## src/rtl/prime_gen.sv

```systemverilog
// Ascending prime generator: trial division one divisor per clock, primes
// streamed out on a valid/ready handshake, one-cycle done pulse per run.
//
// state   | meaning
// IDLE    | waiting for start, count holds last run's total
// CHECK   | testing cand against div, one divisor per cycle
// EMIT    | cand is prime, offered on p_data until accepted
// ADVANCE | move to next candidate or finish at lim
// DONE    | one-cycle done pulse, then back to IDLE
module prime_gen #(
  parameter int WIDTH = 8
) (
  input  logic             clk,
  input  logic             rst_n,
  input  logic             start,
  input  logic [WIDTH-1:0] limit,
  output logic             p_valid,
  input  logic             p_ready,
  output logic [WIDTH-1:0] p_data,
  output logic             busy,
  output logic             done,
  output logic [WIDTH-1:0] count
);

  typedef enum logic [2:0] {
    IDLE,
    CHECK,
    EMIT,
    ADVANCE,
    DONE
  } state_e;

  state_e           state_q, state_d;
  logic [WIDTH-1:0] cand_q, cand_d;
  logic [WIDTH-1:0] div_q, div_d;
  logic [WIDTH-1:0] lim_q, lim_d;
  logic [WIDTH-1:0] count_q, count_d;

  logic [2*WIDTH-1:0] div_sq;
  logic [2*WIDTH-1:0] cand_ext;
  logic [WIDTH-1:0]   rem;

  // Square at double width so the "div*div > cand" test can never overflow.
  assign div_sq   = {{WIDTH{1'b0}}, div_q} * {{WIDTH{1'b0}}, div_q};
  assign cand_ext = {{WIDTH{1'b0}}, cand_q};
  assign rem      = cand_q % div_q;

  always_ff @(posedge clk or negedge rst_n) begin
    if (!rst_n) begin
      state_q <= IDLE;
      cand_q  <= '0;
      div_q   <= '0;
      lim_q   <= '0;
      count_q <= '0;
    end else begin
      state_q <= state_d;
      cand_q  <= cand_d;
      div_q   <= div_d;
      lim_q   <= lim_d;
      count_q <= count_d;
    end
  end

  always_comb begin
    state_d = state_q;
    cand_d  = cand_q;
    div_d   = div_q;
    lim_d   = lim_q;
    count_d = count_q;
    case (state_q)
      IDLE: begin
        if (start) begin
          lim_d   = limit;
          count_d = '0;
          if (limit < WIDTH'(2)) begin
            state_d = DONE;
          end else begin
            cand_d  = WIDTH'(2);
            div_d   = WIDTH'(2);
            state_d = CHECK;
          end
        end
      end
      CHECK: begin
        if (div_sq > cand_ext) begin
          state_d = EMIT;
        end else if (rem == '0) begin
          state_d = ADVANCE;
        end else begin
          div_d = div_q + WIDTH'(1);
        end
      end
      EMIT: begin
        if (p_ready) begin
          count_d = count_q + WIDTH'(1);
          state_d = ADVANCE;
        end
      end
      ADVANCE: begin
        // Compare before incrementing so a full-scale limit never wraps cand.
        if (cand_q == lim_q) begin
          state_d = DONE;
        end else begin
          cand_d  = cand_q + WIDTH'(1);
          div_d   = WIDTH'(2);
          state_d = CHECK;
        end
      end
      DONE: begin
        state_d = IDLE;
      end
      default: begin
        state_d = IDLE;
      end
    endcase
  end

  assign p_valid = (state_q == EMIT);
  assign p_data  = (state_q == EMIT) ? cand_q : '0;
  assign busy    = (state_q != IDLE);
  assign done    = (state_q == DONE);
  assign count   = count_q;

endmodule

```

## config.mk

```make
export PLATFORM = sky130hd
export DESIGN_NAME = prime_gen
export DESIGN_NICKNAME = d
export VERILOG_FILES = /design/src/rtl/prime_gen.sv
export SDC_FILE = /design/constraint.sdc
export NUM_CORES = 1
export LEC_CHECK = 0
export CORE_ASPECT_RATIO = 0.7
export CORE_MARGIN = 3
export CORE_UTILIZATION = 50
export CTS_CLUSTER_SIZE = 30
export DETAILED_ROUTE_END_ITERATION = 7
export GPL_ROUTABILITY_DRIVEN = 1
export PLACE_DENSITY = 0.69
export SETUP_SLACK_MARGIN = 0.15
export SYNTH_ARGS = -nofsm -noshare
export SYNTH_HDL_FRONTEND = slang
export SYNTH_SLANG_ARGS = --single-unit
```

## constraint.sdc

```tcl
create_clock -name clk -period 31.3 [get_ports clk]
set_input_delay 6.26 -clock clk [delete_from_list [all_inputs] [get_ports clk]]
set_output_delay 6.26 -clock clk [all_outputs]
set_load 0.05 [all_outputs]
```

# Word-level counts from Yosys, hierarchy flattened
# Index checks and enable logic that the tools add are counted.
[op_classes]
add_sub_neg = 3
multipliers = 1
div = 1
magnitude_cmp = 2
eq_ne = 12
muxes = 19
reduce_logical = 11
[ops]
columns = ["op", "n"]
rows = [
  ["8-bit 2-to-1 mux", 9],
  ["8-bit case mux with 2 select lines", 2],
  ["8-bit by 1-bit adder with 8-bit output, second input constant", 3],
  ["8-bit case mux with 3 select lines", 1],
  ["3-bit 2-to-1 mux", 6],
  ["16-bit by 8-bit greater-than comparator with 1-bit output", 1],
  ["8-bit by 8-bit multiplier with 16-bit output", 1],
  ["3-bit case mux with 4 select lines", 1],
  ["2-bit inequality test, second input constant", 5],
  ["8-bit == test", 1],
  ["8-bit zero test", 1],
  ["8-bit by 2-bit < comparator with 1-bit output, second input constant", 1],
  ["8-bit by 8-bit modulo with 8-bit output", 1],
  ["3-bit by 2-bit == test with 1-bit output, second input constant", 2],
  ["3-bit AND reduction", 2],
  ["6-bit AND reduction", 1],
  ["3-bit nonzero test", 2],
  ["4-bit AND reduction", 1],
  ["2-bit nonzero test", 2],
  ["3-bit by 1-bit == test with 1-bit output, second input constant", 1],
  ["3-bit == test, second input constant", 1],
  ["3-bit zero test", 1],
  ["3-bit inequality test, second input constant", 1],
  ["2-bit by 1-bit inequality test with 1-bit output, second input constant", 1],
  ["2-bit AND reduction", 1],
]
[word_totals]
reg_bits = 35
wordCells = 54

# Longest topological paths before layout
[logic_depth]
ltp_word = 5
mapped_depth = 51

# Worst setup path after synthesis
# OpenSTA, ideal clock, no wires.
[synth_timing]
kind = "reg2reg"
from = "register div_q[5]"
to = "register div_q[6]"
arrival_time_ns = 11.526
required_time_ns = 31.222
path_slack_ns = 19.696
path_stages_with_launch = 51
n_path_buf = 3
path_cell_list = "dfrtp_1 -> buf_6 -> nor4_1 -> nand2_1 -> nor2_1 -> mux2i_1 -> ha_1 -> or4b_2 -> o211ai_1 -> o211ai_1 -> ha_1 -> o211ai_1 -> a211o_1 -> or3_4 -> nand2_1 -> ha_1 -> a21o_1 -> or4b_2 -> (+15 left out) -> a21boi_0 -> ha_1 -> and4_1 -> a221oi_1 -> o211ai_1 -> clkbuf_1 -> a21oi_1 -> inv_1 -> fa_1 -> nand2b_1 -> a21boi_0 -> o21a_1 -> o41ai_1 -> nand4_1 -> and4bb_2 -> a21o_1 -> or3_1 -> a21oi_1"
[synth_between]
elab_chain_cells = 4
word_cells_on_any_way = 11
cone_classes = "add/sub (1); mul (1); div (1); order compare (1); eq/ne (2); mux (3); reduce/logical (2)"
[synth_lines]
columns = ["item", "line", "source"]
rows = [
  ["start, declared", "35", "logic [WIDTH-1:0] div_q, div_d;"],
  ["start signal, assigned", "58", "div_q <= div_d;"],
  ["8-bit by 8-bit modulo with 8-bit output, or another cell as far along", "46", "assign rem = cand_q % div_q;"],
  ["8-bit zero test, or another cell as far along", "87", "end else if (rem == '0) begin"],
  ["2-bit inequality test (no line) / 8-bit 2-to-1 mux (equally long branches)", "n/a", ""],
  ["6-bit AND reduction (no line) / 8-bit case mux with 3 select lines (equally long branches)", "n/a", ""],
]
# Several ways; a longest one is shown, not always the timed one. The select of a mux whose other input is x is not followed.
# A chain may end at the register's enable or synchronous reset.

# Final worst setup path
[layout_timing]
from = "register div_q[7]"
to = "register div_q[1]"
[layout_between]
elab_chain_cells = 4
word_cells_on_any_way = 7
cone_classes = "mul (1); div (1); order compare (1); eq/ne (2); reduce/logical (2)"
[layout_lines]
columns = ["item", "line"]
rows = [
  ["8-bit by 8-bit modulo with 8-bit output / 8-bit by 8-bit multiplier with 16-bit output (equally long branches)", "46, 44"],
  ["8-bit zero test / 16-bit by 8-bit greater-than comparator with 1-bit output (equally long branches)", "87, 85"],
  ["2-bit inequality test (no line)", "n/a"],
  ["6-bit AND reduction (no line) (*)", "n/a"],
]
# Every way passes the cells marked *; elsewhere a longest branch is shown, timed or not.

==> metrics.cfg <==
[logic_synthesis]
yosysUniqueCellTypes=72
synth_ff_type=dfrtp_1
synth_edf_count=0
synth_top_family_by_area=adder cells
synthSimpleGateAreaFrac_pct=21.6
syn_nets=816
async_reset_ff_share_pct=100
synthMuxAreaShare_pct=3.44
synth_seq_cells=35
synthXorXnorAreaFrac_pct=6.21
synthCells=698
synthAdderAreaFrac_pct=27.0
syn_area_per_cell_um2=8.08
synth_seq_area_share_pct=15.5
synth_compound_area_share_pct=20.8
netlist_area_mm2=0.00564
ys_warn_count=0

[critical_path]
rrSetupSlack_ns=17.27
reg2reg_depth=47
path_class=register to register
startpoint=div_q[7]$_DFFE_PN0P_
r2r-start=div_q[7]$_DFFE_PN0P_
worstPathArrival_ns=14.17
path_common_cell=ha_1
r2r_end=div_q[1]$_DFFE_PN0P_
slowest_delay_ns=0.99
crit_fanout=18
cp.required_ns=31.44
critical_path.endpoint_type=register
critPathSlowestCell=nor4_1
cp-start-kind=register

[place]
io_buffers=30
placed_cells=858
gp_congestion=0.913
dpl.hpwl_um=12600

[grt]
groute.usage.overall_pct=25.5
grt_pass1_vias=5087
grt_pass1_wl_um=26200
antenna_found_initial=0
grt_max_degree=36
grt_overflow=0

[clock_network]
ctsHoldBuffers=0
root_buffer=clkbuf_16
clock-sinks=35
cts_setup_buffers=0
htreeDepth=2
clkTransAtPathRegs_ns=0.06
ctsResizeCount=0
cts_buffer_depth=2
cts_tree=yes
numCtsBuffers=5
clk_latency_ns=0.28

[floorplan]
rows=31
dieArea_mm2=0.0126
start_util_pct=52.9
die_h_um=94.9
die_x_um=133
num_io_pins=31
coreArea_mm2=0.0107

[worst_hold_path]
hold_path.class=register to register
min_to=lim_q[6]$_DFFE_PN0P_
hold_start=lim_q[6]$_DFFE_PN0P_
hold_path_depth=1

[drt]
routed_via_density=6.17
vias=5342
final_antenna_net_count=0
drc=0
drt_first_pass_iters=5
initialDrtViolationCount=484
wire_per_inst_um=18.1
routed_wl_um=15700

[layout]
layout.nets=835
mostFrequentLayoutCells=81 x nor2_1, 80 x ha_1, 64 x nand2_1
drive_above_1_share_pct=5.71
diodes=0
syn_to_final_growth_pct=10.1
final_cells=866
final_common_cell=nor2_1

[sta]
setup_viol=0
tns_ns=0
worstMarginPinSlew_ns=1.11
rsz0062_at_grt=no
fmax_ghz=0.0713
min_period_over_period_pct=44.8
hold_viol_final=0
finClkSkew_ns=0.00490
slew_headroom_pct=25.3
final_max_slew_viol_count=0
fin_crit_ns=14.03

[outcome]
outcome=finished, final reports clean

[flow_run]
maxCapViolations=0

stage by stage:
| step | worst slack, ns | utilization (%) | hold WS [ns] | area, um2 |
|---|---|---|---|---|
| after global placement | 18.31 | 56.8 | 0.517 | 6050 |
| after floorplan | 19.70 | - | 0.501 | 5640 |
| after detailed placement | 17.65 | 56.8 | 0.521 | 6050 |
| after CTS | 17.56 | 58.2 | 0.534 | 6210 |
| after global routing | 16.28 | 58.2 | 0.547 | 6210 |
| final | 17.27 | 58.2 | 0.525 | 6210 |
layout make-up:
| cell class | instances | area [um2] |
|---|---|---|
| multi-input combinational | 582 | 4450 |
| timing repair buffer | 32 | 310 |
| sequential | 35 | 876 |
| tap | 148 | 185 |
| fill | 975 | 4460 |
| clock inverter | 2 | 16.3 |
| clock buffer | 6 | 139 |
| inverter | 61 | 229 |
synth_stat cells (11+ instances only):
cell	number	area [um2]
nor2_1	81	304
inv_1	58	218
fa_1	26	521
mux2_2	11	124
nand2_1	64	240
nor3_1	18	90.1
o211ai_1	12	90.1
o21a_1	20	150
ha_1	80	1000
o21ai_0	24	120
a21oi_1	32	160
clkbuf_1	19	71.3
nand3_1	19	95.1
xnor2_1	31	272
nand4_1	12	75.1
dfrtp_1	35	876
critical path: cells and delay by family (launching register included):
kind / cells / cell delay, ns
AO/OA/AOI/OAI: 25 / 5.78
buffers and inverters: 1 / 0.08
AND/OR/NAND/NOR: 12 / 4.28
multiplexers: 2 / 0.66
adder cells (fa/ha/maj): 7 / 2.49
flip-flops: 1 / 0.60
routing by layer:
metal / routed length [um] / part of all wire (%) / vias up / track usage (%)
met3: 1050 / 6.7 / 15 / 2.98
met4: 115 / 0.73 / 0 / 3.46
met5: 0 / 0 / - / 0
met2: 6630 / 42 / 206 / 39.8
li1: - / - / 2561 / -
met1: 7890 / 50 / 2560 / 38.9
worst max path at each step:
stage / slack, ns / end
final: 17.27 / div_q[1]$_DFFE_PN0P_
after global routing: 16.28 / div_q[1]$_DFFE_PN0P_
after CTS: 17.56 / div_q[1]$_DFFE_PN0P_
after detailed placement: 17.65 / div_q[1]$_DFFE_PN0P_
after global placement: 18.31 / div_q[1]$_DFFE_PN0P_
after floorplan: 19.70 / div_q[6]$_DFFE_PN0P_
state kept, by name, summed over array words and instances (netlist names):
name / flops
lim_q: 8
count: 8
state_q: 3
cand_q: 8
div_q: 8
logic make-up (layout without fill, tap and decap cells):
family,count (synthesis),after routing
muxes,18,18
buffers and inverters,81,101
AOI/OAI and AO/OA,167,167
adders and majority gates,106,106
and+or+nand+nor,251,251
DFF,35,35
xor gates and xnor gates,40,40
Power is not shown: default switching activity piles up to over one toggle a cycle in this logic, so the estimate is an artifact.
